===== config.mk =====
export PLATFORM = sky130hd
export DESIGN_NAME = display_arbiter
export DESIGN_NICKNAME = d
export VERILOG_FILES = /design/src/rtl/display_arbiter.sv
export SDC_FILE = /design/constraint.sdc
export NUM_CORES = 1
export LEC_CHECK = 0
export ABC_AREA = 1
export BUFFER_PORTS_ARGS = -buffer_cell sky130_fd_sc_hd__buf_2
export CAP_MARGIN = 30
export CORE_UTILIZATION = 45
export CTS_BUF_LIST = sky130_fd_sc_hd__clkbuf_2
export CTS_CLUSTER_DIAMETER = 60
export DETAILED_ROUTE_END_ITERATION = 10
export PLACE_DENSITY = 0.81
export SLEW_MARGIN = 5
export SYNTH_ARGS = -nofsm -noshare
export SYNTH_HDL_FRONTEND = slang
export SYNTH_SLANG_ARGS = --single-unit

===== constraint.sdc =====
create_clock -name clk -period 7.2 [get_ports clk]
set_input_delay 0.36 -clock clk [delete_from_list [all_inputs] [get_ports clk]]
set_output_delay 0.36 -clock clk [all_outputs]
set_load 0.1 [all_outputs]

===== src/rtl/display_arbiter.sv =====
// display_arbiter: shares one 8-digit seven-segment datapath between several
// BCD sources. Round-robin ownership with a minimum hold measured in tick_in
// strobes. All outputs are registered and change together on the grant edge.
module display_arbiter #(
    parameter int              NUM_REQ    = 3,
    parameter int              DATA_W     = 32,
    parameter int              MIN_HOLD   = 4,
    parameter logic [DATA_W-1:0] BLANK_WORD = 32'hFFFF_FFFF
) (
    input  logic                      clk,
    input  logic                      rst,
    input  logic                      tick_in,
    input  logic [NUM_REQ-1:0]        req,
    input  logic [NUM_REQ*DATA_W-1:0] data_in,
    output logic [NUM_REQ-1:0]        grant,
    output logic [DATA_W-1:0]         time_data,
    output logic                      valid,
    output logic                      switch
);

    // MIN_HOLD = 0 would give a zero-width counter; keep at least one bit.
    localparam int HW = (MIN_HOLD > 0) ? $clog2(MIN_HOLD + 1) : 1;
    localparam int IW = (NUM_REQ > 1) ? $clog2(NUM_REQ) : 1;
    localparam logic [HW-1:0] HOLD_MAX = HW'(MIN_HOLD);
    localparam logic [IW-1:0] LAST_RST = IW'(NUM_REQ - 1);

    typedef enum logic [1:0] {
        IDLE  = 2'd0,
        OWN   = 2'd1,
        SHARE = 2'd2
    } state_t;

    state_t              state_r;
    logic [HW-1:0]       hold_cnt_r;
    logic [IW-1:0]       last_idx_r;

    logic [NUM_REQ-1:0]  mask_s;
    logic                win_found_s;
    logic [IW-1:0]       win_idx_s;
    logic [NUM_REQ-1:0]  win_onehot_s;
    logic                owner_req_s;

    state_t              nxt_state_s;
    logic [NUM_REQ-1:0]  nxt_grant_s;
    logic [IW-1:0]       nxt_last_s;
    logic [HW-1:0]       nxt_hold_s;
    logic [DATA_W-1:0]   data_sel_s;
    logic [DATA_W-1:0]   nxt_data_s;

    // Round-robin search starting after last_idx_r; the current owner is
    // masked out so a rotation always lands on a different source.
    always_comb begin
        mask_s      = req & ~grant;
        win_found_s = 1'b0;
        win_idx_s   = {IW{1'b0}};
        for (int k = 1; k <= NUM_REQ; k++) begin
            for (int i = 0; i < NUM_REQ; i++) begin
                win_idx_s   = (!win_found_s && mask_s[i] &&
                               (((int'(last_idx_r) + k) % NUM_REQ) == i))
                              ? IW'(i) : win_idx_s;
                win_found_s = win_found_s | (mask_s[i] &&
                              (((int'(last_idx_r) + k) % NUM_REQ) == i));
            end
        end
        win_onehot_s = {{(NUM_REQ-1){1'b0}}, 1'b1} << win_idx_s;
        owner_req_s  = |(req & grant);
    end

    // Next ownership decision: owner drop beats hold counting, and
    // competitors are only honoured once the hold time has elapsed.
    always_comb begin
        nxt_state_s = state_r;
        nxt_grant_s = grant;
        nxt_last_s  = last_idx_r;
        nxt_hold_s  = hold_cnt_r;
        case (state_r)
            IDLE: begin
                if (win_found_s) begin
                    nxt_state_s = OWN;
                    nxt_grant_s = win_onehot_s;
                    nxt_last_s  = win_idx_s;
                    nxt_hold_s  = {HW{1'b0}};
                end else begin
                    nxt_state_s = IDLE;
                    nxt_grant_s = {NUM_REQ{1'b0}};
                end
            end
            OWN, SHARE: begin
                if (!owner_req_s) begin
                    if (win_found_s) begin
                        nxt_state_s = OWN;
                        nxt_grant_s = win_onehot_s;
                        nxt_last_s  = win_idx_s;
                        nxt_hold_s  = {HW{1'b0}};
                    end else begin
                        nxt_state_s = IDLE;
                        nxt_grant_s = {NUM_REQ{1'b0}};
                        nxt_hold_s  = {HW{1'b0}};
                    end
                end else if (state_r == OWN) begin
                    if (hold_cnt_r >= HOLD_MAX) begin
                        nxt_state_s = SHARE;
                    end else if (tick_in) begin
                        nxt_hold_s  = hold_cnt_r + HW'(1);
                        nxt_state_s = ((hold_cnt_r + HW'(1)) >= HOLD_MAX) ? SHARE : OWN;
                    end else begin
                        nxt_state_s = OWN;
                    end
                end else begin
                    if (win_found_s) begin
                        nxt_state_s = OWN;
                        nxt_grant_s = win_onehot_s;
                        nxt_last_s  = win_idx_s;
                        nxt_hold_s  = {HW{1'b0}};
                    end else begin
                        nxt_state_s = SHARE;
                    end
                end
            end
            default: begin
                nxt_state_s = IDLE;
                nxt_grant_s = {NUM_REQ{1'b0}};
                nxt_last_s  = LAST_RST;
                nxt_hold_s  = {HW{1'b0}};
            end
        endcase
    end

    // One-hot mux of the word belonging to the owner after this edge.
    always_comb begin
        data_sel_s = {DATA_W{1'b0}};
        for (int i = 0; i < NUM_REQ; i++) begin
            data_sel_s = data_sel_s |
                         ({DATA_W{nxt_grant_s[i]}} & data_in[i*DATA_W +: DATA_W]);
        end
        nxt_data_s = (|nxt_grant_s) ? data_sel_s : BLANK_WORD;
    end

    // Arbiter state and registered outputs.
    always_ff @(posedge clk) begin
        if (rst) begin
            state_r    <= IDLE;
            hold_cnt_r <= {HW{1'b0}};
            last_idx_r <= LAST_RST;
            grant      <= {NUM_REQ{1'b0}};
            valid      <= 1'b0;
            switch     <= 1'b0;
            time_data  <= BLANK_WORD;
        end else begin
            state_r    <= nxt_state_s;
            hold_cnt_r <= nxt_hold_s;
            last_idx_r <= nxt_last_s;
            grant      <= nxt_grant_s;
            valid      <= |nxt_grant_s;
            switch     <= (nxt_grant_s != grant);
            time_data  <= nxt_data_s;
        end
    end

endmodule


==> results of run 1 <==
## tightest hold or removal path, delay by kind of cell
kind / cells / cell delay, ps
buffers and inverters: 1 / 80
AO/OA/AOI/OAI: 1 / 50
AND/OR/NAND/NOR: 1 / 40
## kinds of logic after synthesis
family | after synthesis | share of synthesized area
flip-flops | 44 | 0.349
buffers and inverters | 63 | 0.109
AND/OR/NAND/NOR | 207 | 0.373
adder cells (fa/ha/maj) | 9 | 0.0446
AO/OA/AOI/OAI | 57 | 0.125
## worst max path at each step
stage                          to  slack, ps  cells past startpoint
finish              time_data[31]       3870                     18
detailed placement  time_data[31]       3950                     18
floorplan            time_data[0]       4360                     16
global route        time_data[31]       3550                     18
global placement    time_data[31]       4120                     18
CTS                 time_data[31]       3890                     18
## layer usage
layer | wire (µm) | share of wire | up-vias
li1 | - | - | 1470
met1 | 3020 | 0.41 | 1290
met2 | 3690 | 0.50 | 139
met3 | 554 | 0.074 | 17
met4 | 172 | 0.023 | 0
met5 | 0 | 0 | -
## final cells by class
class	count	area, µm²
Tap cell	70	87.6
Inverter	46	173
Clock inverter	1	5.00
Multi-Input combinational cell	273	1370
Clock buffer	6	30.0
Timing Repair Buffer	139	718
Sequential cell	44	881
Fill cell	500	2010
## cells in the final DEF (no fill, tap or decap)
| cell | Yosys | layout |
|---|---|---|
| buf_2 | 6 | 138 |
| nand2_1 | 117 | 117 |
| nand3_1 | 53 | 53 |
| dfxtp_1 | 44 | 44 |
| inv_1 | 42 | 42 |
| a21oi_1 | 33 | 33 |
| nor2_1 | 17 | 17 |
| o21ai_0 | 15 | 15 |
| ha_1 | 9 | 9 |
| nand2_2 | 8 | 8 |
| clkbuf_2 | 0 | 6 |
| inv_2 | 3 | 3 |
| nor2_4 | 3 | 3 |
| o22ai_1 | 3 | 3 |
| nand3_2 | 2 | 2 |
| nand4_1 | 2 | 2 |
| a211oi_1 | 2 | 2 |
| nand3_4 | 1 | 1 |
| clkinv_1 | 1 | 1 |
| a21oi_4 | 1 | 1 |
| o21bai_2 | 1 | 1 |
| nor2_8 | 1 | 1 |
| nand3b_1 | 1 | 1 |
| nor3b_1 | 1 | 1 |
| o211ai_1 | 1 | 1 |
| nor3_1 | 1 | 1 |
| a31oi_1 | 1 | 1 |
| clkinv_2 | 0 | 1 |
| buf_16 | 0 | 1 |
## cell usage after synthesis (2+ instances only)
library cell / n / area share
nand2_1: 117 / 0.17
nand3_1: 53 / 0.11
dfxtp_1: 44 / 0.35
inv_1: 42 / 0.062
a21oi_1: 33 / 0.065
nor2_1: 17 / 0.025
o21ai_0: 15 / 0.030
ha_1: 9 / 0.045
nand2_2: 8 / 0.020
buf_2: 6 / 0.012
clkbuf_1: 5 / 0.0074
buf_6: 3 / 0.013
inv_2: 3 / 0.0045
nor2_4: 3 / 0.013
o22ai_1: 3 / 0.0074
a211oi_1: 2 / 0.0059
buf_4: 2 / 0.0059
nand3_2: 2 / 0.0079
nand4_1: 2 / 0.0050
## sequential cells by signal (all words and copies together), names as in the netlist
name and flops:
switch 1, hold_cnt_r 3, time_data 32, last_idx_r 2, grant 3, valid 1, state_r 2
## through the flow
step / cells / hold slack, ps
6_report: 579 / 142
3_5_place_dp: 572 / 463
4_1_cts: 579 / 135
5_1_grt: 579 / 107
3_3_place_gp: 571 / 456
2_1_floorplan: 380 / 445
==> metrics, run 1 <==
Post-Syn Area 2520 µm²; CTS Buf Count 5; Worst Setup Start Kind flop; Final Cell Area 3260 µm²; Root Buffer clkbuf_2; placer congestion estimate 0.895; initial drt markers 145; Syn Nets 491; Top delay family on crit path simple AND/OR/NAND/NOR gates; Hold Buf Count CTS 0; Fmax achieved 300 MHz; fin worst setup slack 3870 ps; Slew Limit Fails 0; Hold Path Class in2reg; Final Util 0.619; critical path class reg2reg; initial antenna violation count 0; routed vias 2916; Distinct cells, synth 30; Final Hold Viols 0; Synth Warn # 0; Die Area 5910 µm²; CTS tree done; clock sinks 44; FP Rows 26; Tot GR Track Use 0.247; Worst Hold Path EP time_data[24]; measured slew at the worst slew-check pin 793 ps; Max FO, Critical Path 33; FF-to-FF path depth 18; Worst-Skew Late Latency 400 ps; worst-path cell chain inv_1, ha_1, nand3_1, nand2_2, nor2_4, nand3_2, nor2_4, nand3_4, nand2_2, nand2_1, nand3_1, nand2_1, nand2_2, nand2_2, nand2_2, nor2_4, nor2_8, nand3_1; Max clock buf depth 2; Worst EP required 7480 ps; Tcrit/Tclk final 0.462; Crit. End Element flop; Final Setup Violations 0; starting density of the core 0.479; Die Width 76.9 µm; mean cell area of the mapped netlist 6.64 µm²; hold path depth 3; GR Util met1 0.301; Worst R2R End time_data[31]; Slew headroom 0.470; minimum clock period 3330 ps; ys flop type dfxtp_1; I/O pins 139; post-synthesis register bit count 44; vias per cell 5.04; worst setup path start last_idx_r[0]; core footprint 5270 µm²; FFs w/ async S/R, synth 0; ratio of cells with drive above 1 in the final layout 0.326; WP data arrival 3610 ps; Buf/Inv on CP 1; Die H 76.9 µm; H-tree Lvls 2; post-detail-place hpwl 5.56 mm; Final TNS setup 0 ps; Syn Inst Count 380; WL/cell 12.8 µm; GR peak layer met2; FF-to-FF setup slack 3870 ps; Post-Route WL 7.44 mm; Post-synth EDFFs 0; Area Growth Syn to Fin 29.3%; Diodes inserted 0; post-synthesis sequential area ratio 0.349; RSZ-0062 raised after global routing no; Max-cap violations 0; M2 GR Usage 0.423; DP Area 3230 µm²; postcts setup bufs 0; 1st-pass router iterations 5; Net count, final 620; post-CTS resize count 0; slowest stage delay, CP 510 ps; clk slew on worst S/H paths 220 ps; status completed; dpl ws 3950 ps; global route overflow 0; most used cell, CP nand2_2; met3 track demand over resource 0.0560; largest net degree at the start of global routing 34; worst r2r src last_idx_r[0]; min-delay src data_in[24]; Post-DRT Antenna Nets 0; Setup Skew 24.9 ps; Port Buf Inserts 138; CP max-delay cell nand2_2; DRC Markers 0; number of global-route vias before repair 2563; global-route wire length before repair 11.8 mm
Power of run 1 is not shown: default switching activity piles up to over one toggle a cycle in this logic, so the estimate is an artifact.
==> inputs of run 2 (changes only) <==
--- a/config.mk
+++ b/config.mk
@@ -8,11 +8,11 @@
 export ABC_AREA = 1
 export BUFFER_PORTS_ARGS = -buffer_cell sky130_fd_sc_hd__buf_2
 export CAP_MARGIN = 30
-export CORE_UTILIZATION = 45
+export CORE_UTILIZATION = 42
 export CTS_BUF_LIST = sky130_fd_sc_hd__clkbuf_2
 export CTS_CLUSTER_DIAMETER = 60
 export DETAILED_ROUTE_END_ITERATION = 10
-export PLACE_DENSITY = 0.81
+export PLACE_DENSITY = 0.79
 export SLEW_MARGIN = 5
 export SYNTH_ARGS = -nofsm -noshare
 export SYNTH_HDL_FRONTEND = slang
==> constraint.sdc (replaced) <==
create_clock -name clk -period 2.91 [get_ports clk]
set_input_delay 0.1455 -clock clk [delete_from_list [all_inputs] [get_ports clk]]
set_output_delay 0.1455 -clock clk [all_outputs]
set_load 0.1 [all_outputs]
==> run 2 against run 1 <==
Net effect: cell area rose by 22%; die area increased by 7.0%; fmax up 23%; core utilization rose by 8.6 points; via count is 21% higher; cell count grew 13%; sequential share of layout area decreased by 4.8 points; wire length grew 38%; critical endpoint is now time_data[10]; highest routed layer unchanged.
==> metrics, run 2 (synthesized netlist as in run 1, its figures left out) <==
status completed; post-detail-place hpwl 5.79 mm; Setup Skew 45.6 ps; Worst R2R End time_data[10]; max reg flops 32; Fillers 399; Final Hold Viols 0; H-tree Lvls 2; placer congestion estimate 0.970; Worst Setup Start Kind flop; critical path class reg2reg; Crit. End Element flop; Worst Hold Path EP time_data[31]; worst r2r src last_idx_r[0]; commonest non-fill, non-tap cell in the layout buf_2; Max-cap violations 0; global route overflow 0; number of global-route vias before repair 3280; routed vias 3516; Tcrit/Tclk final 0.930; Fmax achieved 370 MHz; starting density of the core 0.448; WP data arrival 3060 ps; Post-Route WL 10.3 mm; Worst EP required 3270 ps; Max FO, Critical Path 18; largest register by flop count time_data; 1st-pass router iterations 5; Sequential Area 882 µm²; Port Buf Inserts 138; Non-Filler Instances 653; initial antenna violation count 0; CTS tree done; FF-to-FF path depth 19; core footprint 5640 µm²; I/O pins 139; clock sinks 44; Final TNS setup 0 ps; minimum clock period 2710 ps; clk slew on worst S/H paths 270 ps; Post-DRT Antenna Nets 0; Die Width 79.5 µm; hold path depth 5; RSZ-0062 raised after global routing no; measured slew at the worst slew-check pin 523 ps; Root Buffer clkbuf_2; Hold Path Class in2reg; Die Area 6330 µm²; min-delay src data_in[31]; largest net degree at the start of global routing 34; Tot GR Track Use 0.324; Max clock buf depth 2; global-route wire length before repair 15.8 mm; initial drt markers 406; Slew headroom 0.654; vias per cell 5.38; FF-to-FF setup slack 200 ps; area of the multi-input gates 1400 µm²; Final Setup Violations 0; CTS Buf Count 5; Net count, final 690; Placed Cells 580; most frequent cells in the layout buf_2, nand2_1, dlygate4sd3_1; ratio of cells with drive above 1 in the final layout 0.310; Worst-Skew Late Latency 440 ps; Area Growth Syn to Fin 57.6%; FP Rows 27; Slew Limit Fails 0; biggest regs time_data x32, grant x3, hold_cnt_r x3; WL/cell 15.7 µm; Die H 79.5 µm; DRC Markers 0
==> run 2: area by class of cell <==
| type | count | area share |
|---|---|---|
| Tap cell | 72 | 0.0226 |
| Clock buffer | 5 | 0.00629 |
| Sequential cell | 44 | 0.222 |
| Timing Repair Buffer | 207 | 0.341 |
| Inverter | 46 | 0.0446 |
| Clock inverter | 3 | 0.0107 |
| Multi-Input combinational cell | 275 | 0.353 |
| Antenna cell | 1 | 0.000629 |
==> run 2: through the flow <==
stage / worst slack [ps] / hold WS, ps / utilization / instance area [µm²]
floorplan: 73.7 / 253 / - / 2520
global placement: 293 / 341 / 0.577 / 3260
detailed placement: 197 / 343 / 0.577 / 3260
CTS: 148 / 1.37 / 0.694 / 3920
global route: 5.49 / 2.39 / 0.705 / 3980
finish: 204 / 2.97 / 0.705 / 3980
==> run 2: worst max path at each step <==
stage             startpoint            end  depth (start not counted)
2_1_floorplan       grant[1]   time_data[0]                         16
3_3_place_gp   last_idx_r[0]  time_data[20]                         19
3_5_place_dp   last_idx_r[0]  time_data[31]                         19
4_1_cts        last_idx_r[0]  time_data[20]                         19
5_1_grt        last_idx_r[0]  time_data[11]                         20
6_report       last_idx_r[0]  time_data[10]                         19
==> run 2: critical path, cell delays in order (launching register included) <==
cell	delay [ps]
dfxtp_2	390
inv_1	60
ha_1	330
nand3_1	110
nand2_2	70
nor2_4	140
nand3_2	100
nor2_4	120
nand3_4	120
nand2_2	130
inv_1	60
nand2_1	60
nand3_1	80
nand2_2	110
a21oi_4	70
buf_4	220
nand2_1	90
nand2_1	50
a21oi_1	210
nand2_1	130
==> run 2: routing by layer <==
metal | vias up | GRT usage | part of all wire
met4 | 0 | 0.160 | 0.059
met2 | 287 | 0.553 | 0.47
met3 | 75 | 0.0971 | 0.11
li1 | 1618 | - | -
met5 | - | 0 | 0
met1 | 1536 | 0.365 | 0.36
==> run 2: repair_timing <==
| action | in CTS | in global routing |
|---|---|---|
| endpoints found under the setup margin | 0 | 33 |
| gates resized for setup | 0 | 7 |
| setup buffers | 0 | 3 |
| hold buffers | 59 | 0 |
| hold endpoints to repair | 31 | 0 |
Power of run 2 is left out for the same reason.
